$ cat config.mk
export PLATFORM = sky130hd
export DESIGN_NAME = ulpi_tx_engine_flat
export DESIGN_NICKNAME = d
export VERILOG_FILES = /design/src/rtl/usb_pkg.sv /design/src/rtl/ulpi_tx_engine_if.sv /design/src/rtl/usb_crc16.sv /design/src/rtl/ulpi_tx_engine.sv /design/src/flat_wrapper.sv
export SDC_FILE = /design/constraint.sdc
export NUM_CORES = 1
export LEC_CHECK = 0
export ABC_AREA = 1
export CORE_MARGIN = 4
export CORE_UTILIZATION = 45
export CTS_BUF_LIST = sky130_fd_sc_hd__clkbuf_8
export DETAILED_ROUTE_END_ITERATION = 7
export HOLD_SLACK_MARGIN = 0.1
export PLACE_DENSITY = 0.63
export RECOVER_POWER = 25
export SLEW_MARGIN = 20
export SYNTH_ARGS = -nofsm -noshare
export SYNTH_HDL_FRONTEND = slang
export SYNTH_SLANG_ARGS = --single-unit
$ cat constraint.sdc
create_clock -name CLKOUT -period 3.4 [get_ports CLKOUT]
set_input_delay 0.68 -clock CLKOUT [delete_from_list [all_inputs] [get_ports CLKOUT]]
set_output_delay 0.68 -clock CLKOUT [all_outputs]
set_load 0.03 [all_outputs]
$ cat src/rtl/usb_pkg.sv
// Shared USB link-layer definitions: PIDs, ULPI TXCMD prefix, CRC16 constants
// and the transmit engine state encoding.
package usb_pkg;

    localparam logic [3:0] PID_OUT   = 4'h1;
    localparam logic [3:0] PID_IN    = 4'h9;
    localparam logic [3:0] PID_SETUP = 4'hD;
    localparam logic [3:0] PID_DATA0 = 4'h3;
    localparam logic [3:0] PID_DATA1 = 4'hB;
    localparam logic [3:0] PID_DATA2 = 4'h7;
    localparam logic [3:0] PID_MDATA = 4'hF;
    localparam logic [3:0] PID_ACK   = 4'h2;
    localparam logic [3:0] PID_NAK   = 4'hA;
    localparam logic [3:0] PID_STALL = 4'hE;

    localparam logic [1:0] TXCMD_PREFIX = 2'b01;

    localparam logic [15:0] CRC16_POLY     = 16'hA001;
    localparam logic [15:0] CRC16_INIT     = 16'hFFFF;
    localparam logic [15:0] CRC16_RESIDUAL = 16'hB001;

    typedef enum logic [2:0] {
        STATE_IDLE,
        STATE_WAIT_BUS,
        STATE_CMD,
        STATE_DATA,
        STATE_CRC_LO,
        STATE_CRC_HI,
        STATE_STOP,
        STATE_ABORT
    } state_t;

    function automatic logic [7:0] txcmd(input logic [3:0] pid);
        return {TXCMD_PREFIX, 2'b00, pid};
    endfunction

    function automatic logic is_data_pid(input logic [3:0] pid);
        return pid[1:0] == 2'b11;
    endfunction

endpackage

$ cat src/rtl/ulpi_tx_engine_if.sv
// Protocol-FSM side of the ULPI transmit engine: packet request,
// payload byte stream and completion status.
interface ulpi_tx_engine_if;

    logic       tx_start;
    logic [3:0] tx_pid;
    logic       tx_zlp;
    logic       pl_valid;
    logic [7:0] pl_data;
    logic       pl_last;
    logic       pl_ready;
    logic       tx_busy;
    logic       tx_done;
    logic       tx_aborted;

    modport master (
        output tx_start, tx_pid, tx_zlp,
        output pl_valid, pl_data, pl_last,
        input  pl_ready, tx_busy, tx_done, tx_aborted
    );

    modport slave (
        input  tx_start, tx_pid, tx_zlp,
        input  pl_valid, pl_data, pl_last,
        output pl_ready, tx_busy, tx_done, tx_aborted
    );

endinterface

$ cat src/rtl/usb_crc16.sv
// Combinational USB CRC16 step over one byte, LSB first (reflected form).
// The CRC register itself lives in the instantiating block.
module usb_crc16
    import usb_pkg::*;
(
    input  logic [15:0] crc,
    input  logic [7:0]  data,
    output logic [15:0] crc_next
);

    always_comb begin
        crc_next = crc;
        for (int i = 0; i < 8; i++) begin
            if (crc_next[0] ^ data[i])
                crc_next = (crc_next >> 1) ^ CRC16_POLY;
            else
                crc_next = crc_next >> 1;
        end
    end

endmodule

$ cat src/rtl/ulpi_tx_engine.sv
// Link-side ULPI transmit engine: TXCMD, NXT-paced payload, CRC16 and STP
// generation for one USB packet per tx_start.
module ulpi_tx_engine
    import usb_pkg::*;
#(
    parameter int MAX_LEN = 64
) (
    input  logic       CLKOUT,
    input  logic       RESET,
    input  logic       DIR,
    input  logic       NXT,
    output logic       STP,
    output logic [7:0] data_out,
    ulpi_tx_engine_if.slave tx
);

    localparam int CW = $clog2(MAX_LEN + 1);
    localparam logic [CW-1:0] CNT_MAX = CW'(MAX_LEN);

    state_t        state, state_n;
    logic [3:0]    pid_r;
    logic          zlp_r;
    logic [7:0]    cur;
    logic          cur_last;
    logic [15:0]   crc, crc_n, crc_upd;
    logic [CW-1:0] cnt, cnt_inc;
    logic [7:0]    dout_n;
    logic          ready, crc_en, phy_abort, underrun, accept;

    usb_crc16 u_crc (
        .crc      (crc),
        .data     (cur),
        .crc_next (crc_upd)
    );

    assign accept      = (state == STATE_IDLE) && tx.tx_start;
    assign cnt_inc     = (cnt == CNT_MAX) ? cnt : cnt + CW'(1);
    assign tx.pl_ready = ready;

    always_ff @(posedge CLKOUT or negedge RESET) begin
        if (!RESET) state <= STATE_IDLE;
        else        state <= state_n;
    end

    always_comb begin
        state_n   = state;
        ready     = 1'b0;
        crc_en    = 1'b0;
        phy_abort = 1'b0;
        unique case (state)
            STATE_IDLE:
                if (tx.tx_start) state_n = STATE_WAIT_BUS;
            STATE_WAIT_BUS:
                if (!DIR && !NXT) state_n = STATE_CMD;
            STATE_CMD:
                if (DIR && NXT) begin
                    phy_abort = 1'b1;
                    state_n   = STATE_IDLE;
                end else if (DIR) begin
                    state_n = STATE_WAIT_BUS;
                end else if (NXT) begin
                    if (!is_data_pid(pid_r)) begin
                        state_n = STATE_STOP;
                    end else if (zlp_r) begin
                        state_n = STATE_CRC_LO;
                    end else begin
                        ready   = 1'b1;
                        state_n = STATE_DATA;
                    end
                end
            STATE_DATA:
                if (DIR) begin
                    phy_abort = 1'b1;
                    state_n   = STATE_IDLE;
                end else if (NXT) begin
                    crc_en = 1'b1;
                    if (cur_last) state_n = STATE_CRC_LO;
                    else          ready   = 1'b1;
                end
            STATE_CRC_LO, STATE_CRC_HI:
                if (DIR) begin
                    phy_abort = 1'b1;
                    state_n   = STATE_IDLE;
                end else if (NXT) begin
                    state_n = (state == STATE_CRC_LO) ? STATE_CRC_HI
                                                      : STATE_STOP;
                end
            STATE_STOP, STATE_ABORT:
                state_n = STATE_IDLE;
            default:
                state_n = STATE_IDLE;
        endcase

        // A requested byte that is missing, or a payload that would exceed
        // MAX_LEN, becomes a ULPI packet abort instead of a truncated packet.
        underrun = ready && (!tx.pl_valid ||
                             (cnt_inc == CNT_MAX && !tx.pl_last));
        if (underrun) state_n = STATE_ABORT;

        if (accept)      crc_n = CRC16_INIT;
        else if (crc_en) crc_n = crc_upd;
        else             crc_n = crc;

        dout_n = 8'h00;
        unique case (state_n)
            STATE_CMD:    dout_n = txcmd(pid_r);
            STATE_DATA:   dout_n = ready ? tx.pl_data : cur;
            STATE_CRC_LO: dout_n = ~crc_n[7:0];
            STATE_CRC_HI: dout_n = ~crc_n[15:8];
            STATE_ABORT:  dout_n = 8'hFF;
            default:      dout_n = 8'h00;
        endcase
    end

    always_ff @(posedge CLKOUT or negedge RESET) begin
        if (!RESET) begin
            pid_r         <= '0;
            zlp_r         <= 1'b0;
            cur           <= '0;
            cur_last      <= 1'b0;
            crc           <= CRC16_INIT;
            cnt           <= '0;
            STP           <= 1'b0;
            data_out      <= 8'h00;
            tx.tx_busy    <= 1'b0;
            tx.tx_done    <= 1'b0;
            tx.tx_aborted <= 1'b0;
        end else begin
            crc           <= crc_n;
            data_out      <= dout_n;
            STP           <= (state_n == STATE_STOP) ||
                             (state_n == STATE_ABORT);
            tx.tx_busy    <= state_n != STATE_IDLE;
            tx.tx_done    <= state_n == STATE_STOP;
            tx.tx_aborted <= phy_abort || (state_n == STATE_ABORT);
            if (accept) begin
                pid_r <= tx.tx_pid;
                zlp_r <= tx.tx_zlp;
                cnt   <= '0;
            end
            if (ready) begin
                cur      <= tx.pl_data;
                cur_last <= tx.pl_last;
                cnt      <= cnt_inc;
            end
        end
    end

endmodule

$ cat src/flat_wrapper.sv
// flat-port wrapper written by rule: the top's interface ports become plain ports
module ulpi_tx_engine_flat import usb_pkg::*;
#(
    parameter int MAX_LEN = 64
)
  (CLKOUT, RESET, DIR, NXT, STP, data_out, tx_tx_start, tx_tx_pid, tx_tx_zlp, tx_pl_valid, tx_pl_data, tx_pl_last, tx_pl_ready, tx_tx_busy, tx_tx_done, tx_tx_aborted);
  ulpi_tx_engine_if tx_i ();
  input  logic CLKOUT;
  input  logic RESET;
  input  logic DIR;
  input  logic NXT;
  output logic STP;
  output logic [7:0] data_out;
  input wire logic [$bits(tx_i.tx_start)-1:0] tx_tx_start;
  input wire logic [$bits(tx_i.tx_pid)-1:0] tx_tx_pid;
  input wire logic [$bits(tx_i.tx_zlp)-1:0] tx_tx_zlp;
  input wire logic [$bits(tx_i.pl_valid)-1:0] tx_pl_valid;
  input wire logic [$bits(tx_i.pl_data)-1:0] tx_pl_data;
  input wire logic [$bits(tx_i.pl_last)-1:0] tx_pl_last;
  output wire logic [$bits(tx_i.pl_ready)-1:0] tx_pl_ready;
  output wire logic [$bits(tx_i.tx_busy)-1:0] tx_tx_busy;
  output wire logic [$bits(tx_i.tx_done)-1:0] tx_tx_done;
  output wire logic [$bits(tx_i.tx_aborted)-1:0] tx_tx_aborted;
  assign tx_i.tx_start = tx_tx_start;
  assign tx_i.tx_pid = tx_tx_pid;
  assign tx_i.tx_zlp = tx_tx_zlp;
  assign tx_i.pl_valid = tx_pl_valid;
  assign tx_i.pl_data = tx_pl_data;
  assign tx_i.pl_last = tx_pl_last;
  assign tx_pl_ready = tx_i.pl_ready;
  assign tx_tx_busy = tx_i.tx_busy;
  assign tx_tx_done = tx_i.tx_done;
  assign tx_tx_aborted = tx_i.tx_aborted;
  ulpi_tx_engine #(.MAX_LEN(MAX_LEN)) u_core (.CLKOUT(CLKOUT), .RESET(RESET), .DIR(DIR), .NXT(NXT), .STP(STP), .data_out(data_out), .tx(tx_i));
endmodule
Word level (Yosys, flattened, before mapping) --
Cells that the tools add are included.
Storage, ports and cells: register bits after elaboration 52, bits of input ports 20, output and inout bits 13, word-level logic and storage cells 110
Operators by class: add/sub/neg operators 1, equality and inequality tests 16, muxes and demuxes 45, bitwise gates (word level) 18, reductions and logical operators 18
Operators by type and width (count):
- two-way mux 16 bit | 10
- one-hot mux 8 bit (5 select lines) | 1
- two-way mux 3 bit | 13
- == test 3 bit, second input constant | 8
- inverter 2 -> 3 bit | 8
- two-way mux 7 bit | 3
- one-hot mux 3 bit (6 select lines) | 1
- inverter 8 bit | 2
- == test 7 bit, second input constant | 2
- two-way mux 1 bit | 13
- == test 3 x 2 -> 1 bit, second input constant | 4
- two-way mux 8 bit | 1
- XOR 1 bit | 8
- adder 7 x 1 -> 7 bit, second input constant | 1
- logical AND 1 bit | 5
- zero test 1 bit | 4
- one-hot mux 1 bit (2 select lines) | 2
- OR reduction 2 bit | 2
- == test 3 x 1 -> 1 bit, second input constant | 1
- zero test 3 bit | 1
- logical OR 1 bit | 3
- nonzero test 3 bit | 1
- OR reduction 3 bit | 1
- == test 2 bit, second input constant | 1
- other kinds (2) | 2

Logic depth before layout (Yosys ltp) --
Gate-level depths: netlist of the first run.
word-level depth 20, mapped depth 17

Cells and area by module --
Synthesis of the first run repeated with hierarchy kept, for this count alone.
Second synthesis, totals: cell total of the unflattened synthesis 407, area, all modules 3255.6 um^2
By module, submodules not included:
- ulpi_tx_engine | times used 1, cells an instance 333, area each 2685.1 um^2, seq. area each 1321.3 um^2
- usb_crc16 | times used 1, cells an instance 74, area each 570.5 um^2, seq. area each 0.0 um^2

Worst setup path after synthesis of the first run --
OpenSTA, ideal clock, no wires.
path type input to output, start input NXT, end output tx_pl_ready, data arrival time 1.399 ns, data required time 2.720 ns, setup slack 1.321 ns, stages on the path 5, path buffers 1, cell sequence buf_2 inv_1 nor2_1 nand2_2 inv_2
On the way: longest elaborated chain between the ends 4, elaborated cells between the ends (all ways) 7
Ends and longest elaborated chain:
- from (decl) | RTL line flat_wrapper.sv:11 | input logic NXT;
- two-way mux 1 bit | RTL line ulpi_tx_engine.sv:61 | end else if (NXT) begin
- two-way mux 1 bit | RTL line ulpi_tx_engine.sv:59 | end else if (DIR) begin
- two-way mux 1 bit | RTL line ulpi_tx_engine.sv:56 | if (DIR && NXT) begin
- one-hot mux 1 bit (2 select lines) * | RTL line ulpi_tx_engine.sv:50 | unique case (state)
- to (decl) | RTL line flat_wrapper.sv:20 | output wire logic [$bits(tx_i.pl_ready)-1:0] tx_pl_ready;
Every way passes the cells marked *; elsewhere a longest branch is shown, timed or not.

Worst setup path in the final report of the first run --
Same ends and word-level chain as after synthesis.

==> flow_summary.toml, run 1 <==
[layout]
nets = 422
diodes = 0
fin_cells = 476
drive_gt1_share_pct = 17.2
syn_to_final_growth_pct = 18.4
final_area_um2 = 3420

[timing]
fin_crit_ns = 2.99
tns_ns = 0
hold_violations = 0
slew_headroom_pct = -20.1
fin_crit_sh_pct = 88.0
worst_pin_slew_ns = 1.80
rsz0062_at_grt = "false"
skew_ns = 0.0105
drv_slew = 35
fmax_mhz = 334
whs_ns = 0.507
final-setup-viol-count = 0

[global_route]
grt_pass1_wl_um = 12000
grt_pass1_vias = 2540
grt_max_degree = 35
track_usage_pct = 20.0
antenna_found_initial = 0
grt_overflow = 0

[routing]
remaining_drc_errors = 0
detail_route.wl_per_cell_um = 14.8
ant_nets = 0
routed_wl_um = 7070
post_drt_via_cell_ratio = 5.37
vias = 2555
first_pass_iters = 5
drt_iter0_drc = 136

[yosys]
syn_area_um2 = 2890
synth_seq_cells = 52
avgSynthCellArea_um2 = 7.96
syn-num-nets = 385
synth_cell_types = 35
syn_inst = 363
yosysWarningCount = 0
ys_seq_area_share_pct = 45.7

[clock_tree]
cts_max_path_buffers = 2
post_cts_buffers = 0
root_buffer = "clkbuf_8"
clk_latency_ns = 0.31
numCtsBuffers = 5
cts_tree = "yes"
cts.sinks = 52
cts_resized = 0
cts.hold.buffers_added = 0
h-tree-depth = 2
clkSlewWorstSetupHoldPaths_ns = 0.10

[worst_hold_path]
hold_path_startpoint = "u_core.pid_r[3]"
whs_path_depth = 2
hold_end = "u_core.pid_r[3]"
hp-class = "reg -> reg"

[critical_path]
cp.required_ns = 2.72
worstPathArrival_ns = 2.31
path_class = "in -> out"
rr_endpoint = "u_core.data_out[0]"
ff2ff_path_depth = 17
r2r_start = "u_core.crc[0]"
r2r_slack_ns = 1.27
startpoint_type = "input port"
critPathCaptureType = "primary output"
crit_path_max_fanout = 19

[placed_design]
globalplace.congestion = 0.874
dp.cells = 468
dpl.hpwl_um = 5290
dpl-instance-area_um2 = 3300
numPortBuffers = 32

[outcome]
status = "finished, violations left"
violations = "capacitance limit, slew limit"

[power_and_ir_drop]
swShare_pct = 43.0
p_int_mw = 1.54
power_mw = 2.70
p_seq_share_pct = 35.7
vdd_drop_max_uv = 442
p_switching_mw = 1.16
clkPwrFrac_pct = 17.4
power_density_nw_per_um2 = 789
p_leak_nw = 1.65
combPwrFrac_pct = 46.8

[flow_run]
max-cap-violations = 1

[floorplan]
die-area_um2 = 7770
initial_core_util_pct = 47.7
fp-row-count = 28
die_h_um = 88.1
die_w_um = 88.1
core_um2 = 6060
io_pins = 33
## worst max-delay path, stage by stage
cell,delay (ns)
clkdlybuf4s50_1,0.62
inv_1,0.12
nor2_1,0.17
nand2_2,0.27
inv_2,0.25
buf_4,0.19
## synth_stat cells, drive strengths merged
cell type  number  share of area (%)
xnor2           4                1.2
nor3            2               0.74
mux2i           2               0.69
clkbuf          2               0.26
a211oi          1               0.26
dfrtp          36                 31
nand4           8                1.9
ha              2               0.87
o21bai          2               0.52
o21ai          15                2.7
o211ai          7                1.8
o221ai          2               0.61
o22ai           4                1.1
dfstp          16                 15
nor2           23                3.7
a31oi           1               0.22
o2111ai         2               0.61
nand2         112                 15
nand3          43                8.6
buf             4               0.69
inv            48                6.2
a21oi          17                3.1
xor2           10                3.0
## area by class of cell
| cell class | instances | area (um^2) |
|---|---|---|
| Clock buffer | 7 | 96.3 |
| Sequential cell | 52 | 1320 |
| Clock inverter | 1 | 30.0 |
| Timing Repair Buffer | 36 | 338 |
| Inverter | 48 | 180 |
| Multi-Input combinational cell | 257 | 1360 |
| Fill cell | 578 | 2640 |
| Tap cell | 75 | 93.8 |
## per-stage QoR
stage	util, %	worst slack, ns
2_1_floorplan	-	1.32
3_3_place_gp	54.4	0.489
3_5_place_dp	54.4	0.425
4_1_cts	56.5	0.414
5_1_grt	56.4	0.141
6_report	56.4	0.408
## cell usage in the layout, fill, tap and decap left out, drive strengths merged, types with 4 or more instances in the layout
cell type,count
o21ai,15
nand3,43
o211ai,7
nand4,8
dfrtp,36
dfstp,16
nand2,112
a21oi,17
clkdlybuf4s50,30
xor2,10
clkbuf,9
buf,4
inv,48
nor2,23
o22ai,4
xnor2,4
## worst max path at each step
stage / start / end
floorplan: NXT / tx_pl_ready
global placement: NXT / tx_pl_ready
detailed placement: NXT / tx_pl_ready
CTS: NXT / tx_pl_ready
global route: RESET / u_core.tx.tx_aborted
finish: NXT / tx_pl_ready
## sequential cells by signal, indices dropped and copies added, names as in the netlist
name / count
u_core.crc: 16
u_core.state: 3
u_core.cur_last: 1
u_core.tx.tx_done: 1
u_core.tx.tx_aborted: 1
u_core.tx.tx_busy: 1
u_core.zlp_r: 1
u_core.pid_r: 4
u_core.cnt: 7
u_core.cur: 8
u_core.STP: 1
u_core.data_out: 8
## logic make-up (layout without fill, tap and decap cells)
logic type | after synthesis | in the layout | share of synthesized area (%)
xor+xnor | 14 | 14 | 4.24
compound gates | 51 | 51 | 10.9
flops | 52 | 52 | 45.7
simple gates | 188 | 188 | 30.4
mux | 2 | 2 | 0.693
fa+ha+maj | 2 | 2 | 0.866
buf+inv | 54 | 92 | 7.19
## per-layer routing
layer / vias up / track usage, % / part of all wire [%]
met3: 9 / 3.57 / 4.2
met4: 0 / 6.59 / 1.4
met5: - / 0 / 0
met1: 1219 / 26.6 / 46
li1: 1264 / - / -
met2: 63 / 32.9 / 48
## power groups by stage
stage,registers (mW),clock network [mW],logic (mW)
finish,0.964,0.471,1.26
global route,0.986,0.505,1.42
CTS,0.963,0.481,1.27
detailed placement,0.974,0,1.26
global placement,0.972,0,1.24
floorplan,1.00,0,0.891
No activity file was read; power rests on OpenSTA's default activity.
==> run 2: changes to the inputs <==
CORE_ASPECT_RATIO = 1.75   (was not set)
==> flow_summary.toml, run 2 (synthesized netlist as in run 1, its figures left out) <==
[outcome]
status = "finished clean"

[clock_tree]
cts.hold.buffers_added = 0
clk_latency_ns = 0.30
numCtsBuffers = 5
root_buffer = "clkbuf_8"
clkSlewWorstSetupHoldPaths_ns = 0.09
h-tree-depth = 2
post_cts_buffers = 0
cts_tree = "yes"
cts_max_path_buffers = 2
cts_resized = 0
cts.sinks = 52

[floorplan]
io_pins = 33
initial_core_util_pct = 46.4
die_h_um = 114
die-area_um2 = 7820
die_w_um = 68.6
core_um2 = 6230
fp-row-count = 38

[routing]
detail_route.wl_per_cell_um = 15.4
post_drt_via_cell_ratio = 5.29
routed_wl_um = 7440
vias = 2549
remaining_drc_errors = 0
drt_iter0_drc = 152
ant_nets = 0
first_pass_iters = 4

[global_route]
antenna_found_initial = 0
track_usage_pct = 21.1
grt_pass1_wl_um = 12300
grt_max_degree = 53
grt_overflow = 0
grt_pass1_vias = 2579

[power_and_ir_drop]
power_density_nw_per_um2 = 790
power_mw = 2.71
p_leak_nw = 1.66
vdd_drop_max_uv = 305

[layout]
diodes = 0
layout_commonest_cell = "nand2_1"
nets = 423
largest-register = "u_core.crc"
layout_common_cells = "nand2_1 (102), nand3_1 (38), dfrtp_1 (36)"
syn_to_final_growth_pct = 18.9
drive_gt1_share_pct = 17.9
top_regs = "u_core.crc x16, u_core.cur x8, u_core.data_out x8"
largest_reg_flops = 16

[flow_run]
max-cap-violations = 0

[critical_path]
slowest_stage = "clkdlybuf4s50_1"
cp.required_ns = 2.72
startpoint_type = "input port"
path_class = "in -> out"
worstPathArrival_ns = 2.07
critPathCaptureType = "primary output"
crit_chain = "clkdlybuf4s50_1, inv_1, nor2_1, nand2_2, inv_2, buf_4"
cpPeakStageDelay_ns = 0.63
crit_path_max_fanout = 10

[timing]
fin_crit_sh_pct = 81.0
slew_headroom_pct = 15.1
worst_slack_ns = 0.647
hold_violations = 0
worst_pin_slew_ns = 1.27
fmax_mhz = 363
fin_crit_ns = 2.75
final-setup-viol-count = 0
rsz0062_at_grt = "false"
skew_ns = 0.00251
tns_ns = 0
drv_slew = 0

[placed_design]
globalplace.congestion = 0.904
numPortBuffers = 32
pre_cts_ws_ns = 0.560
dpl.hpwl_um = 5570

[worst_hold_path]
hp-class = "reg -> reg"
-- run 2: worst max-delay path: cells and delay by family --
| kind | cells | cell delay (ns) |
|---|---|---|
| simple gates | 2 | 0.27 |
| buf+inv | 4 | 1.12 |
-- run 2: where the power goes --
part / internal (mW) / switching, mW / leakage [nW]
logic: 0.450 / 0.825 / 0.959
clock network: 0.260 / 0.202 / 0.0645
registers: 0.830 / 0.146 / 0.636
total: 1.54 / 1.17 / 1.66
-- run 2: final cells by class --
type / instances / area (um^2)
clock inverter: 1 / 30.0
inverter: 48 / 180
tap: 80 / 100
clock buffer: 7 / 96.3
fill: 594 / 2790
multi-input combinational: 257 / 1360
sequential: 52 / 1320
timing repair buffer: 37 / 348
-- run 2: path summary, 6_finish.rpt --
check,from,end,slack (ns),cells past startpoint
min,u_core.crc[3],u_core.crc[3],0.51,2
min in group asynchronous,RESET,u_core.cnt[3],0.72,2
max in group asynchronous,RESET,u_core.cur[6],1.91,2
min reg2reg,u_core.crc[3],u_core.crc[3],0.51,2
max reg2reg,u_core.crc[0],u_core.data_out[0],1.28,15
max,NXT,tx_pl_ready,0.65,6
-- run 2: layer usage --
metal,vias to the layer above,routed length (um),track usage [%]
li1,1266,-,-
met1,1202,2880,23.6
met2,59,4010,37.3
met3,22,263,2.96
met4,0,286,10.8
met5,-,0,0
-- run 2: through the flow --
| step | cell area [um^2] | hold WS (ns) | util [%] | std cells |
|---|---|---|---|---|
| floorplan | 2890 | 0.384 | - | 363 |
| global placement | 3310 | 0.503 | 53.2 | 474 |
| detailed placement | 3310 | 0.497 | 53.2 | 474 |
| CTS | 3440 | 0.510 | 55.2 | 482 |
| global route | 3440 | 0.540 | 55.2 | 482 |
| finish | 3440 | 0.511 | 55.2 | 482 |
==> run 3: changes to the inputs <==
clock period = 2.8 ns   (was 3.4 ns; I/O delays follow)
==> flow_summary.toml, run 3 (synthesized netlist as in run 1, its figures left out) <==
[outcome]
status = "finished clean"

[timing]
rsz0062_at_grt = "false"
hold_violations = 0
whs_ns = 0.337
slew_headroom_pct = 40.1
drv_slew = 0
fin_crit_ns = 2.61
skew_ns = 0.00467
fin_crit_sh_pct = 93.1
fmax_mhz = 384
worst_slack_ns = 0.193
worst_pin_slew_ns = 0.899
tns_ns = 0
final-setup-viol-count = 0

[floorplan]
io_pins = 33
initial_core_util_pct = 46.4
die-area_um2 = 7820
core_um2 = 6230
fp-row-count = 38
die_w_um = 68.6
die_h_um = 114

[routing]
remaining_drc_errors = 0
first_pass_iters = 4
routed_wl_um = 7680
post_drt_via_cell_ratio = 5.29
ant_nets = 0
vias = 2569
detail_route.wl_per_cell_um = 15.8
drt_iter0_drc = 146

[power_and_ir_drop]
vdd_drop_max_uv = 561
power_density_nw_per_um2 = 949
power_mw = 3.28
p_leak_nw = 1.67

[clock_tree]
cts.sinks = 52
cts.hold.buffers_added = 0
post_cts_buffers = 0
cts_max_path_buffers = 2
clkSlewWorstSetupHoldPaths_ns = 0.09
cts_tree = "yes"
clk_latency_ns = 0.31
cts_resized = 0
h-tree-depth = 2
root_buffer = "clkbuf_8"
numCtsBuffers = 5

[critical_path]
r2r_start = "u_core.cnt[0]"
cp.required_ns = 2.24
crit_path_max_fanout = 10
slowest_stage = "clkdlybuf4s50_1"
crit_family = "buffers and inverters"
cp.buffers_inverters = 4
cpPeakStageDelay_ns = 0.61
crit_chain = "clkdlybuf4s50_1, inv_1, nor2_1, nand2_2, inv_2, buf_4"
critPathCaptureType = "primary output"
startpoint_type = "input port"
worstPathArrival_ns = 2.05
path_class = "in -> out"
critPathLaunch = "NXT"

[placed_design]
globalplace.congestion = 0.945
dpl-instance-area_um2 = 3340
numPortBuffers = 32
dpl.hpwl_um = 6010
pre_cts_ws_ns = 0.130

[global_route]
grt_overflow = 0
grt_max_degree = 22
antenna_found_initial = 0
grt_pass1_wl_um = 12500
grt_pass1_vias = 2693
track_usage_pct = 21.5

[layout]
diodes = 0
largest-register = "u_core.crc"
final_area_um2 = 3460
largest_reg_flops = 16
nets = 427
layout_commonest_cell = "nand2_1"
drive_gt1_share_pct = 18.2
syn_to_final_growth_pct = 19.7
top_regs = "u_core.crc x16, u_core.cur x8, u_core.data_out x8"
layout_common_cells = "nand2_1 (102), nand3_1 (38), dfrtp_1 (36)"

[flow_run]
max-cap-violations = 0

[worst_hold_path]
hp-class = "in -> async"
==> run 3: final cells by class <==
class	count	area (um^2)
Clock buffer	6	82.6
Clock inverter	2	38.8
Fill cell	606	2770
Inverter	48	180
Multi-Input combinational cell	257	1360
Sequential cell	52	1320
Tap cell	80	100
Timing Repair Buffer	41	375
==> run 3: path summary, 6_finish.rpt <==
path | to | slack (ns) | cells past startpoint
hold reg to reg | u_core.pid_r[2] | 0.49 | 2
setup / recovery | tx_pl_ready | 0.19 | 6
hold / removal | u_core.cnt[2] | 0.34 | 1
max in group asynchronous | u_core.STP | 1.18 | 2
setup reg to reg | u_core.data_out[0] | 0.64 | 12
min in group CLKOUT | u_core.pid_r[2] | 0.49 | 2
==> run 3: power breakdown <==
group          switching [mW]  total [mW]  leakage [nW]  internal, mW
clock                   0.252       0.545        0.0614         0.292
sequential              0.180        1.19         0.636          1.01
combinational            1.00        1.55         0.973         0.549
total                    1.43        3.28          1.67          1.85
==> run 3: routing by layer <==
layer / wire (um) / up-vias / global-route usage [%]
met4: 177 / 0 / 8.23
met2: 4320 / 63 / 40.1
li1: - / 1274 / -
met5: 0 / - / 0
met1: 2880 / 1217 / 23.1
met3: 307 / 15 / 2.96
==> run 3: worst register-to-register path, delay by kind of cell (launching register included) <==
kind	cells	cell delay, ns
AO/OA/AOI/OAI	2	0.35
XOR/XNOR	1	0.20
adder cells (fa/ha/maj)	1	0.20
buffers and inverters	1	0.12
flip-flops	1	0.45
AND/OR/NAND/NOR	7	0.79
==> run 3: per-stage QoR <==
step                util, %  std cells
finish                 55.5        486
floorplan                 -        363
CTS                    55.6        486
global placement       53.7        478
detailed placement     53.7        478
global route           55.5        486
